File: config.mk
export PLATFORM = sky130hd
export DESIGN_NAME = encoder_8_to_3_seq_flat
export DESIGN_NICKNAME = d
export VERILOG_FILES = /design/src/rtl/encoder_8_to_3_seq_if.sv /design/src/rtl/encoder_8_to_3_seq.sv /design/src/flat_wrapper.sv
export SDC_FILE = /design/constraint.sdc
export NUM_CORES = 1
export LEC_CHECK = 0
export CORE_MARGIN = 5
export CORE_UTILIZATION = 32
export CTS_CLUSTER_SIZE = 20
export DETAILED_ROUTE_END_ITERATION = 12
export PLACE_DENSITY = 0.61
export SLEW_MARGIN = 20
export SYNTH_ARGS = -nofsm -noshare
export SYNTH_HDL_FRONTEND = slang
export SYNTH_SLANG_ARGS = --single-unit
File: constraint.sdc
create_clock -name clk -period 3.15 [get_ports clk]
set_input_delay 0.63 -clock clk [delete_from_list [all_inputs] [get_ports clk]]
set_output_delay 0.63 -clock clk [all_outputs]
set_load 0.05 [all_outputs]
File: src/rtl/encoder_8_to_3_seq_if.sv
// Request/index bus of the registered 8-to-3 request encoder.
// Handshake: an index transfers on a rising clk edge where out_valid & out_ready are both 1; while out_valid is 1 and out_ready is 0, out_lines is held stable.
interface encoder_8_to_3_seq_if;
  logic [7:0] in_lines;
  logic [2:0] out_lines;
  logic       out_valid;
  logic       out_ready;
  logic [7:0] pending;
  logic       drop_err;
  logic       dbg_state;

  // Encoder side.
  modport slave (
    input  in_lines,
    input  out_ready,
    output out_lines,
    output out_valid,
    output pending,
    output drop_err,
    output dbg_state
  );

  // Request source / consumer side.
  modport master (
    output in_lines,
    output out_ready,
    input  out_lines,
    input  out_valid,
    input  pending,
    input  drop_err,
    input  dbg_state
  );
endinterface

File: src/rtl/encoder_8_to_3_seq.sv
// Sticky pending register feeding a priority pick, presented as a 3-bit index.
// One index per accept; the presented index is never preempted.
module encoder_8_to_3_seq #(
  parameter int PRIORITY_HIGH_FIRST = 1
) (
  input  logic                        clk,
  input  logic                        rst,
  encoder_8_to_3_seq_if.slave         bus
);

  localparam logic [0:0] IDLE    = 1'b0;
  localparam logic [0:0] PRESENT = 1'b1;

  logic [0:0] state_q, state_d;
  logic [7:0] pending_q, pending_d;
  logic [2:0] out_lines_q, out_lines_d;
  logic       out_valid_q, out_valid_d;
  logic       drop_err_q, drop_err_d;

  logic       accept;
  logic [7:0] clear_mask;
  logic [7:0] avail;
  logic [2:0] winner;

  always_comb begin
    accept     = out_valid_q & bus.out_ready;
    clear_mask = 8'h00;
    if (accept) clear_mask = 8'b1 << out_lines_q;
    avail      = pending_q & ~clear_mask;
  end

  // Selection looks at registered pending only; this cycle's in_lines wait a clock.
  always_comb begin
    winner = 3'd0;
    if (PRIORITY_HIGH_FIRST != 0) begin
      for (int i = 0; i < 8; i++) begin
        if (avail[i]) winner = i[2:0];
      end
    end else begin
      for (int i = 7; i >= 0; i--) begin
        if (avail[i]) winner = i[2:0];
      end
    end
  end

  always_comb begin
    pending_d   = avail | bus.in_lines;
    drop_err_d  = drop_err_q | (|(bus.in_lines & avail));
    state_d     = state_q;
    out_lines_d = out_lines_q;
    out_valid_d = out_valid_q;
    case (state_q)
      IDLE: begin
        out_valid_d = 1'b0;
        if (pending_q != 8'h00) begin
          out_lines_d = winner;
          out_valid_d = 1'b1;
          state_d     = PRESENT;
        end
      end
      PRESENT: begin
        if (accept) begin
          if (avail != 8'h00) begin
            out_lines_d = winner;
          end else begin
            out_valid_d = 1'b0;
            state_d     = IDLE;
          end
        end
      end
      default: begin
        out_valid_d = 1'b0;
        state_d     = IDLE;
      end
    endcase
  end

  always_ff @(posedge clk) begin
    if (rst) begin
      state_q     <= IDLE;
      pending_q   <= 8'h00;
      out_lines_q <= 3'd0;
      out_valid_q <= 1'b0;
      drop_err_q  <= 1'b0;
    end else begin
      state_q     <= state_d;
      pending_q   <= pending_d;
      out_lines_q <= out_lines_d;
      out_valid_q <= out_valid_d;
      drop_err_q  <= drop_err_d;
    end
  end

  assign bus.out_lines = out_lines_q;
  assign bus.out_valid = out_valid_q;
  assign bus.pending   = pending_q;
  assign bus.drop_err  = drop_err_q;
  assign bus.dbg_state = state_q;

endmodule

File: src/flat_wrapper.sv
// flat-port wrapper written by rule: the top's interface ports become plain ports
module encoder_8_to_3_seq_flat 
#(
  parameter int PRIORITY_HIGH_FIRST = 1
)
  (clk, rst, bus_in_lines, bus_out_ready, bus_out_lines, bus_out_valid, bus_pending, bus_drop_err, bus_dbg_state);
  encoder_8_to_3_seq_if bus_i ();
  input  logic clk;
  input  logic rst;
  input wire logic [$bits(bus_i.in_lines)-1:0] bus_in_lines;
  input wire logic [$bits(bus_i.out_ready)-1:0] bus_out_ready;
  output wire logic [$bits(bus_i.out_lines)-1:0] bus_out_lines;
  output wire logic [$bits(bus_i.out_valid)-1:0] bus_out_valid;
  output wire logic [$bits(bus_i.pending)-1:0] bus_pending;
  output wire logic [$bits(bus_i.drop_err)-1:0] bus_drop_err;
  output wire logic [$bits(bus_i.dbg_state)-1:0] bus_dbg_state;
  assign bus_i.in_lines = bus_in_lines;
  assign bus_i.out_ready = bus_out_ready;
  assign bus_out_lines = bus_i.out_lines;
  assign bus_out_valid = bus_i.out_valid;
  assign bus_pending = bus_i.pending;
  assign bus_drop_err = bus_i.drop_err;
  assign bus_dbg_state = bus_i.dbg_state;
  encoder_8_to_3_seq #(.PRIORITY_HIGH_FIRST(PRIORITY_HIGH_FIRST)) u_core (.clk(clk), .rst(rst), .bus(bus_i));
endmodule
After elaboration in Yosys (flattened, before gate mapping). Cells that the tools add are included.

Bitwise operators: 7. Shift operators: 1. Muxes and demuxes: 19. Reduce and logical (&&, ||, !) cells: 5. Equality and inequality tests: 4.

Operators by type and width (number): 3-bit 2-to-1 mux (7); 8-bit bitwise AND (2); 8-bit nonzero test (2); 8-bit 2-to-1 mux (1); 8-bit NOT (1); 8-bit bitwise OR (1); 8-bit OR reduction (1); 1-bit by 3-bit << shifter with 8-bit output, first input constant (1); 1-bit 2-to-1 mux (6); 2-bit inequality test, second input constant (3); 3-bit one-hot mux with 2 select lines (1); 2-bit 2-to-1 mux (2); 1-bit one-hot mux with 2 select lines (2); 3-bit AND reduction (1); 2-bit by 1-bit inequality test with 1-bit output, second input constant (1); 2-bit AND reduction (1); 1-bit bitwise AND (1); 1-bit NOT (1); 1-bit bitwise OR (1).

Output and inout bits: 14. Word-level logic and storage cells: 41. Bits of input ports: 11. Bits in registers: 14.

Logic depth before layout (Yosys ltp). Gate-level depths: netlist (run 1).

Depth after elaboration: 14. Gate-level depth with buffers: 5. Gate-level depth less buffers: 5.

Least setup slack after synthesis (run 1). No wires, ideal clock.

Path kind: register -> register. Start point: register u_core.out_valid_q (netlist: u_core.bus.out_valid). End point: register u_core.out_lines_q[1] (netlist: u_core.bus.out_lines[1]). Data required time: 3.029 ns. Period minus slack after synthesis: 2.144 ns. Library setup time: 0.121 ns. Buffers on the path: 0. Slack: 1.006 ns. Data arrival time: 2.022 ns. Stages on the path, launching flop included: 6. Cells stage by stage: dfxtp_1 nand2b_1 o21ai_0 o2111a_1 a21o_4 mux2_4.

Longest elaborated chain between the ends: 13. Elaborated cells between the ends (all ways): 18. Classes of those cells: 2 x eq/ne; 11 x mux; 3 x bitwise; 2 x reduce/logical.

Ends and longest elaborated chain: from (decl) (line encoder_8_to_3_seq.sv:17) `logic out_valid_q, out_valid_d;`; from (signal assigned) (line encoder_8_to_3_seq.sv:89) `out_valid_q <= out_valid_d;`; 1-bit bitwise AND (*) (line encoder_8_to_3_seq.sv:26) `accept = out_valid_q & bus.out_ready;`; 8-bit 2-to-1 mux (line encoder_8_to_3_seq.sv:28) `if (accept) clear_mask = 8'b1 << out_lines_q;`; 8-bit NOT (line encoder_8_to_3_seq.sv:29) `avail = pending_q & ~clear_mask;`; 8-bit bitwise AND (line encoder_8_to_3_seq.sv:29); 2-bit 2-to-1 mux (2 in series) (line encoder_8_to_3_seq.sv:37) `if (avail[i]) winner = i[2:0];`; 3-bit 2-to-1 mux (4 in series) (line encoder_8_to_3_seq.sv:37); 3-bit 2-to-1 mux (line encoder_8_to_3_seq.sv:63) `if (avail != 8'h00) begin`; 3-bit 2-to-1 mux (line encoder_8_to_3_seq.sv:62) `if (accept) begin`; 3-bit one-hot mux with 2 select lines (line encoder_8_to_3_seq.sv:52) `case (state_q)`; to (signal assigned) (line encoder_8_to_3_seq.sv:88) `out_lines_q <= out_lines_d;`; to (decl) (line encoder_8_to_3_seq.sv:16) `logic [2:0] out_lines_q, out_lines_d;`.

Every way passes the cells marked *; elsewhere a longest branch is shown, timed or not. The select of a mux whose other input is x is not followed. A chain may end at the register's enable or synchronous reset.

Worst setup path after layout (run 1).
Start point: input port bus_out_ready. End point: register u_core.out_lines_q[2] (netlist: u_core.bus.out_lines[2]).

Longest elaborated chain between the ends: 11. Elaborated cells between the ends (all ways): 16. Classes of those cells: 2 x eq/ne; 9 x mux; 3 x bitwise; 2 x reduce/logical.

Ends and longest elaborated chain: from (decl) (line flat_wrapper.sv:11) `input wire logic [$bits(bus_i.out_ready)-1:0] bus_out_ready;`; 1-bit bitwise AND (*) (line encoder_8_to_3_seq.sv:26); 8-bit 2-to-1 mux (line encoder_8_to_3_seq.sv:28); 8-bit NOT (line encoder_8_to_3_seq.sv:29); 8-bit bitwise AND (line encoder_8_to_3_seq.sv:29); 3-bit 2-to-1 mux (4 in series) (line encoder_8_to_3_seq.sv:37); 3-bit 2-to-1 mux (line encoder_8_to_3_seq.sv:63); 3-bit 2-to-1 mux (line encoder_8_to_3_seq.sv:62); 3-bit one-hot mux with 2 select lines (line encoder_8_to_3_seq.sv:52).

Marked as above.

==> run_results.csv, run 1 <==
group,metric,value,unit
yosys,synthCells,86,
floorplan,io_pins,25,
setup_path,cp-end-kind,"flip-flop",
grt,grt_first_pass_wirelength,3.33,mm
yosys,syn_area_per_cell,8.58,µm²
detailed_routing,wl,1.94,mm
clocking,clk_pin_slew,0.08,ns
sta,tns,0,ns
power,ir_drop,0.248,mV
final_layout,regArea,280,µm²
grt,track_usage,0.127,
detailed_routing,firstDrtPassIters,4,
placed_design,dp_hpwl,1.56,mm
power,p_int,0.000336,W
floorplan,row_count,17,
setup_path,critPathRequiredTime,3.32,ns
detailed_routing,ant_nets,0,
sta,fmaxAchievable,0.399,GHz
detailed_routing,dr_total_vias,728,
detailed_routing,detail_route.wl_per_cell,13.6,µm
grt,grt_start_max_net_pins,17,
yosys,ys_types,30,
sta,clock_skew,0.000424,ns
final_layout,drive_above_1_share,0.140,
placed_design,portBuffers,24,
sta,worst_pin_slew,0.597,ns
sta,finalMaxSlewViolations,0,
sta,setup_viol,0,
yosys,synth-async-reset-ratio,0,
floorplan,initial_core_util,0.334,
clocking,cts_buffers,3,
clocking,insertion_delay,0.28,ns
sta,max-slew-margin-rel,0.601,
setup_path,start_kind,"input port",
final_layout,n_antenna_cell,0,
power,power.switching,0.000180,W
yosys,synth_nets,97,
clocking,cts-root-buf,"clkbuf_4",
sta,post-route-period-util,0.796,
final_layout,stdcell_count,142,
yosys,netlist_top_cells_area,"dfxtp_1, nor2_1, o21a_1",
setup_path,critical_path_class,"input port to flip-flop",
placed_design,place_congestion,0.779,
sta,rsz0062_at_grt,"no",
sta,hold_viol_final,0,
floorplan,dieArea,3370,µm²
yosys,yosysSeqAreaShare,0.380,
grt,antenna_found_initial,0,
setup_path,critPathMaxFanout,5,
yosys,yosys_warnings,0,
worst_hold_path,hold_path_class,"flip-flop to flip-flop",
final_layout,fin_nets,126,
placed_design,dp_cells,138,
power,combPwrFrac,0.347,
yosys,synth_edf_count,0,
detailed_routing,via_per_inst,5.13,
setup_path,worstPathArrival,2.68,ns
final_layout,fillerInstances,238,
yosys,synth_top_area_share,0.380,
final_layout,multi_input_area,439,µm²
clocking,tritoncts,"done",
detailed_routing,drc,0,
clocking,cts_hold_buf,0,
grt,overflow,0,
final_layout,syn_to_final_growth,42.7,%
run,maxCapViolations,0,
grt,grt_pass1_vias,734,
yosys,yosys.area.top_type,"dfxtp_1",
power,p_seq_frac,0.404,
power,pwr_density_cell,490,nW/µm²
floorplan,die_height,58.0,µm
yosys,ys_seq_elements,14,
detailed_routing,drtIter0Drc,14,
floorplan,coreArea,2210,µm²
power,swShare,0.349,
clocking,cts_resized,0,
power,clkPwrFrac,0.249,
floorplan,die_w,58.0,µm
power,p_leak,0.406,nW
yosys,ys.flop_type,"dfxtp_1",
clocking,htree_levels,1,
status,outcome,"completed",
yosys,syn_area,738,µm²
sta,finalCriticalPeriod,2.51,ns
setup_path,r2r_setup_slack,1.17,ns
clocking,cts.sinks,14,
clocking,cts_buffer_depth,2,
clocking,cts_setup_buffers,0,
## flip-flops by register name, summed over array words and instances (netlist names)
signal and count:
u_core.bus.dbg_state 1, u_core.bus.drop_err 1, u_core.bus.out_lines 3, u_core.bus.out_valid 1, u_core.bus.pending 8
## cell usage after synthesis, types with 2 or more instances
library cell  count
nor2_1           19
a21oi_1           5
mux2_4            2
nand3b_1          3
nand2_1           5
o21ai_0           4
nor2b_1           2
inv_1             4
o21a_1            6
dfxtp_1          14
nand3_1           2
nor3_1            2
## through the flow
stage | setup WS [ns] | area (µm²) | total power, W | hold slack, ns | utilization
2_1_floorplan | 1.01 | 738 | 0.000330 | 0.696 | -
3_3_place_gp | 0.405 | 1020 | 0.000393 | 0.526 | 0.460
3_5_place_dp | 0.358 | 1020 | 0.000392 | 0.522 | 0.460
4_1_cts | 0.663 | 1050 | 0.000524 | 0.536 | 0.476
5_1_grt | 0.585 | 1050 | 0.000547 | 0.549 | 0.476
6_report | 0.643 | 1050 | 0.000516 | 0.531 | 0.476
## area by class of cell
class	instances	share of cell area
clock buffers	4	0.0344
inverters	4	0.0143
multi-input cells	67	0.417
flip-flops and latches	14	0.266
well taps	28	0.0333
repair buffers	25	0.235
## final timing paths
path | startpoint | endpoint | cells past startpoint
worst max-delay path | bus_out_ready | u_core.bus.out_lines[2] | 6
worst min-delay path | u_core.bus.out_valid | u_core.bus.out_valid | 2
worst min register to register | u_core.bus.out_valid | u_core.bus.out_valid | 2
worst max register to register | u_core.bus.out_lines[1] | u_core.bus.out_lines[2] | 5
## metal layers
layer | share of wire | vias up | global-route usage
li1 | - | 369 | -
met1 | 0.46 | 331 | 0.163
met2 | 0.47 | 26 | 0.208
met3 | 0.056 | 2 | 0.0445
met4 | 0.0062 | 0 | 0.0199
met5 | 0 | - | 0
## cells in the final DEF, fill, tap and decap left out
cell	Yosys	layout
clkdlybuf4s50_1	0	24
nor2_1	19	19
dfxtp_1	14	14
o21a_1	6	6
nand2_1	5	5
a21oi_1	5	5
o21ai_0	4	4
inv_1	4	4
nand3b_1	3	3
clkbuf_4	0	3
nand3_1	2	2
nor3_1	2	2
nor2b_1	2	2
mux2_4	2	2
nand2b_1	1	1
or3b_1	1	1
o21a_2	1	1
a21o_2	1	1
a31o_2	1	1
nor4_4	1	1
o2111a_1	1	1
nor4_1	1	1
a21oi_2	1	1
a21o_4	1	1
a221oi_2	1	1
a211o_2	1	1
a222oi_1	1	1
a22oi_1	1	1
a41oi_1	1	1
a21bo_2	1	1
a221oi_1	1	1
clkbuf_8	0	1
buf_4	0	1
## critical path, stage by stage
cell and delay, ns:
clkdlybuf4s50_1 0.54, or3b_1 0.41, o21a_2 0.28, nor4_4 0.33, a21o_4 0.20, mux2_4 0.29
## power by group through the flow
| stage | sequential [W] | combinational, W | clock, W |
|---|---|---|---|
| 6_report | 0.000208 | 0.000179 | 0.000128 |
| 5_1_grt | 0.000213 | 0.000191 | 0.000144 |
| 4_1_cts | 0.000209 | 0.000180 | 0.000135 |
| 3_5_place_dp | 0.000213 | 0.000180 | 0 |
| 3_3_place_gp | 0.000213 | 0.000180 | 0 |
| 2_1_floorplan | 0.000264 | 0.0000665 | 0 |
## logic make-up (layout without fill, tap and decap cells)
family,Yosys count,in the layout,synth area share
buffers and inverters,5,33,0.0254
flip-flops,14,14,0.380
AO/OA/AOI/OAI,28,28,0.300
AND/OR/NAND/NOR,37,37,0.254
multiplexers,2,2,0.0407
(Power assumes the default switching activity.)
==> run 2: changes to the inputs <==
clock period = 2.4 ns   (was 3.15 ns; I/O delays follow)
==> run_results.csv, run 2 (synthesis gave the netlist of run 1 again) <==
group,metric,value,unit
detailed_routing,drtIter0Drc,19,
grt,grt_start_max_net_pins,11,
final_layout,fin_nets,136,
detailed_routing,ant_nets,0,
placed_design,dp_hpwl,1.66,mm
run,maxCapViolations,0,
detailed_routing,via_per_inst,5.22,
sta,fmaxAchievable,0.458,GHz
power,pwr_density_cell,616,nW/µm²
clocking,cts_hold_buf,0,
final_layout,final_util,0.510,
placed_design,place_congestion,0.882,
clocking,clk_pin_slew,0.08,ns
clocking,insertion_delay,0.28,ns
setup_path,critical_path_class,"input port to flip-flop",
detailed_routing,firstDrtPassIters,4,
floorplan,initial_core_util,0.334,
floorplan,io_pins,25,
power,p_seq_frac,0.395,
power,p_int,0.000455,W
setup_path,cpLargestDelayFamily,"simple AND/OR/NAND/NOR gates",
floorplan,die_height,58.0,µm
power,swShare,0.345,
detailed_routing,wl,2.03,mm
grt,grt_first_pass_wirelength,3.44,mm
sta,worst_pin_slew,0.504,ns
detailed_routing,dr_total_vias,793,
final_layout,final_common_cell,"clkdlybuf4s50_1",
floorplan,die_w,58.0,µm
sta,rsz0062_at_grt,"no",
power,power.switching,0.000240,W
clocking,cts-root-buf,"clkbuf_4",
placed_design,portBuffers,24,
final_layout,drive_above_1_share,0.210,
final_layout,multi_input_area,439,µm²
power,combPwrFrac,0.365,
clocking,cts_buffer_depth,2,
sta,clock_skew,0.00521,ns
floorplan,dieArea,3370,µm²
final_layout,mostFrequentLayoutCells,"clkdlybuf4s50_1, nor2_1, dfxtp_1",
power,ir_drop,0.427,mV
setup_path,critPathRequiredTime,2.57,ns
setup_path,worstPathArrival,2.35,ns
sta,hold_viol_final,0,
grt,track_usage,0.130,
clocking,cts_buffers,3,
clocking,tritoncts,"done",
power,p_leak,0.455,nW
setup_path,critPathMaxFanout,4,
setup_path,cpPeakStageDelay,0.48,ns
final_layout,fillerInstances,206,
setup_path,slowest_stage,"clkdlybuf4s50_1",
detailed_routing,detail_route.wl_per_cell,13.3,µm
floorplan,row_count,17,
floorplan,coreArea,2210,µm²
clocking,cts.sinks,14,
final_layout,syn_to_final_growth,52.9,%
grt,overflow,0,
grt,grt_pass1_vias,765,
power,clkPwrFrac,0.240,
setup_path,start_kind,"input port",
detailed_routing,drc,0,
grt,antenna_found_initial,0,
final_layout,n_antenna_cell,0,
sta,finalCriticalPeriod,2.18,ns
setup_path,crit_chain,"clkdlybuf4s50_1 -> or3b_1 -> o21a_2 -> nor4_4 -> a21o_4 -> mux2_4",
status,outcome,"completed",
sta,finalMaxSlewViolations,0,
sta,post-route-period-util,0.910,
final_layout,regArea,280,µm²
worst_hold_path,hold_path_class,"flip-flop to flip-flop",
sta,setup_viol,0,
setup_path,cp-end-kind,"flip-flop",
setup_path,timing.critical_path.buf_inv,1,
sta,max-slew-margin-rel,0.663,
final_layout,largest_register_ffs,8,
clocking,cts_setup_buffers,0,
clocking,htree_levels,1,
clocking,cts_resized,0,
sta,hold_slack,0.538,ns
==> run 2: cell types whose count changed in the layout (fill, tap and decap cells not counted), sizes merged <==
cell / before / now
buf: 1 / 11
==> run 2: power by group through the flow <==
| stage | clock network [W] | logic (W) | registers (W) |
|---|---|---|---|
| after floorplan | 0 | 0.0000873 | 0.000346 |
| after global placement | 0 | 0.000254 | 0.000280 |
| after detailed placement | 0 | 0.000254 | 0.000280 |
| after CTS | 0.000172 | 0.000255 | 0.000275 |
| after global routing | 0.000185 | 0.000270 | 0.000278 |
| final | 0.000166 | 0.000254 | 0.000275 |
==> run 2: path summary, 6_finish.rpt <==
kind	from	to	slack, ns	cells past startpoint
hold / removal	u_core.bus.out_valid	u_core.bus.out_valid	0.54	2
setup reg to reg	u_core.bus.out_lines[1]	u_core.bus.out_lines[1]	0.51	5
hold reg to reg	u_core.bus.out_valid	u_core.bus.out_valid	0.54	2
setup / recovery	bus_out_ready	u_core.bus.out_lines[1]	0.22	6
==> run 2: per-layer routing <==
layer,vias up,share of wire,global-route usage
li1,394,-,-
met1,371,0.46,0.180
met2,24,0.48,0.198
met3,4,0.049,0.0334
met4,0,0.0094,0.0331
met5,-,0,0
==> run 2: cell type report <==
cell class                      count  area share
Clock buffer                        4      0.0322
Inverter                            4      0.0133
Multi-Input combinational cell     67       0.389
Sequential cell                    14       0.248
Tap cell                           28      0.0310
Timing Repair Buffer               35       0.286
==> run 2: through the flow <==
step | cell area [µm²] | total power, W | std cells | setup WS [ns] | TNS, ns
finish | 1130 | 0.000695 | 152 | 0.215 | 0
global route | 1130 | 0.000733 | 152 | 0.163 | 0
CTS | 1130 | 0.000702 | 152 | 0.216 | 0
detailed placement | 1090 | 0.000534 | 148 | -0.0710 | -0.153
global placement | 1090 | 0.000534 | 148 | -0.0440 | -0.0801
floorplan | 738 | 0.000433 | 86 | 0.256 | 0
==> run 2: worst min-delay path, stage by stage (launching register included) <==
cell      delay [ns]
dfxtp_1         0.36
inv_1           0.07
a221oi_1        0.06
==> run 3: changes to the inputs <==
GPL_ROUTABILITY_DRIVEN = 0   (was not set)
==> results of run 3 <==
Same layout as run 2: the final DEF is identical, and so are final timing and power.
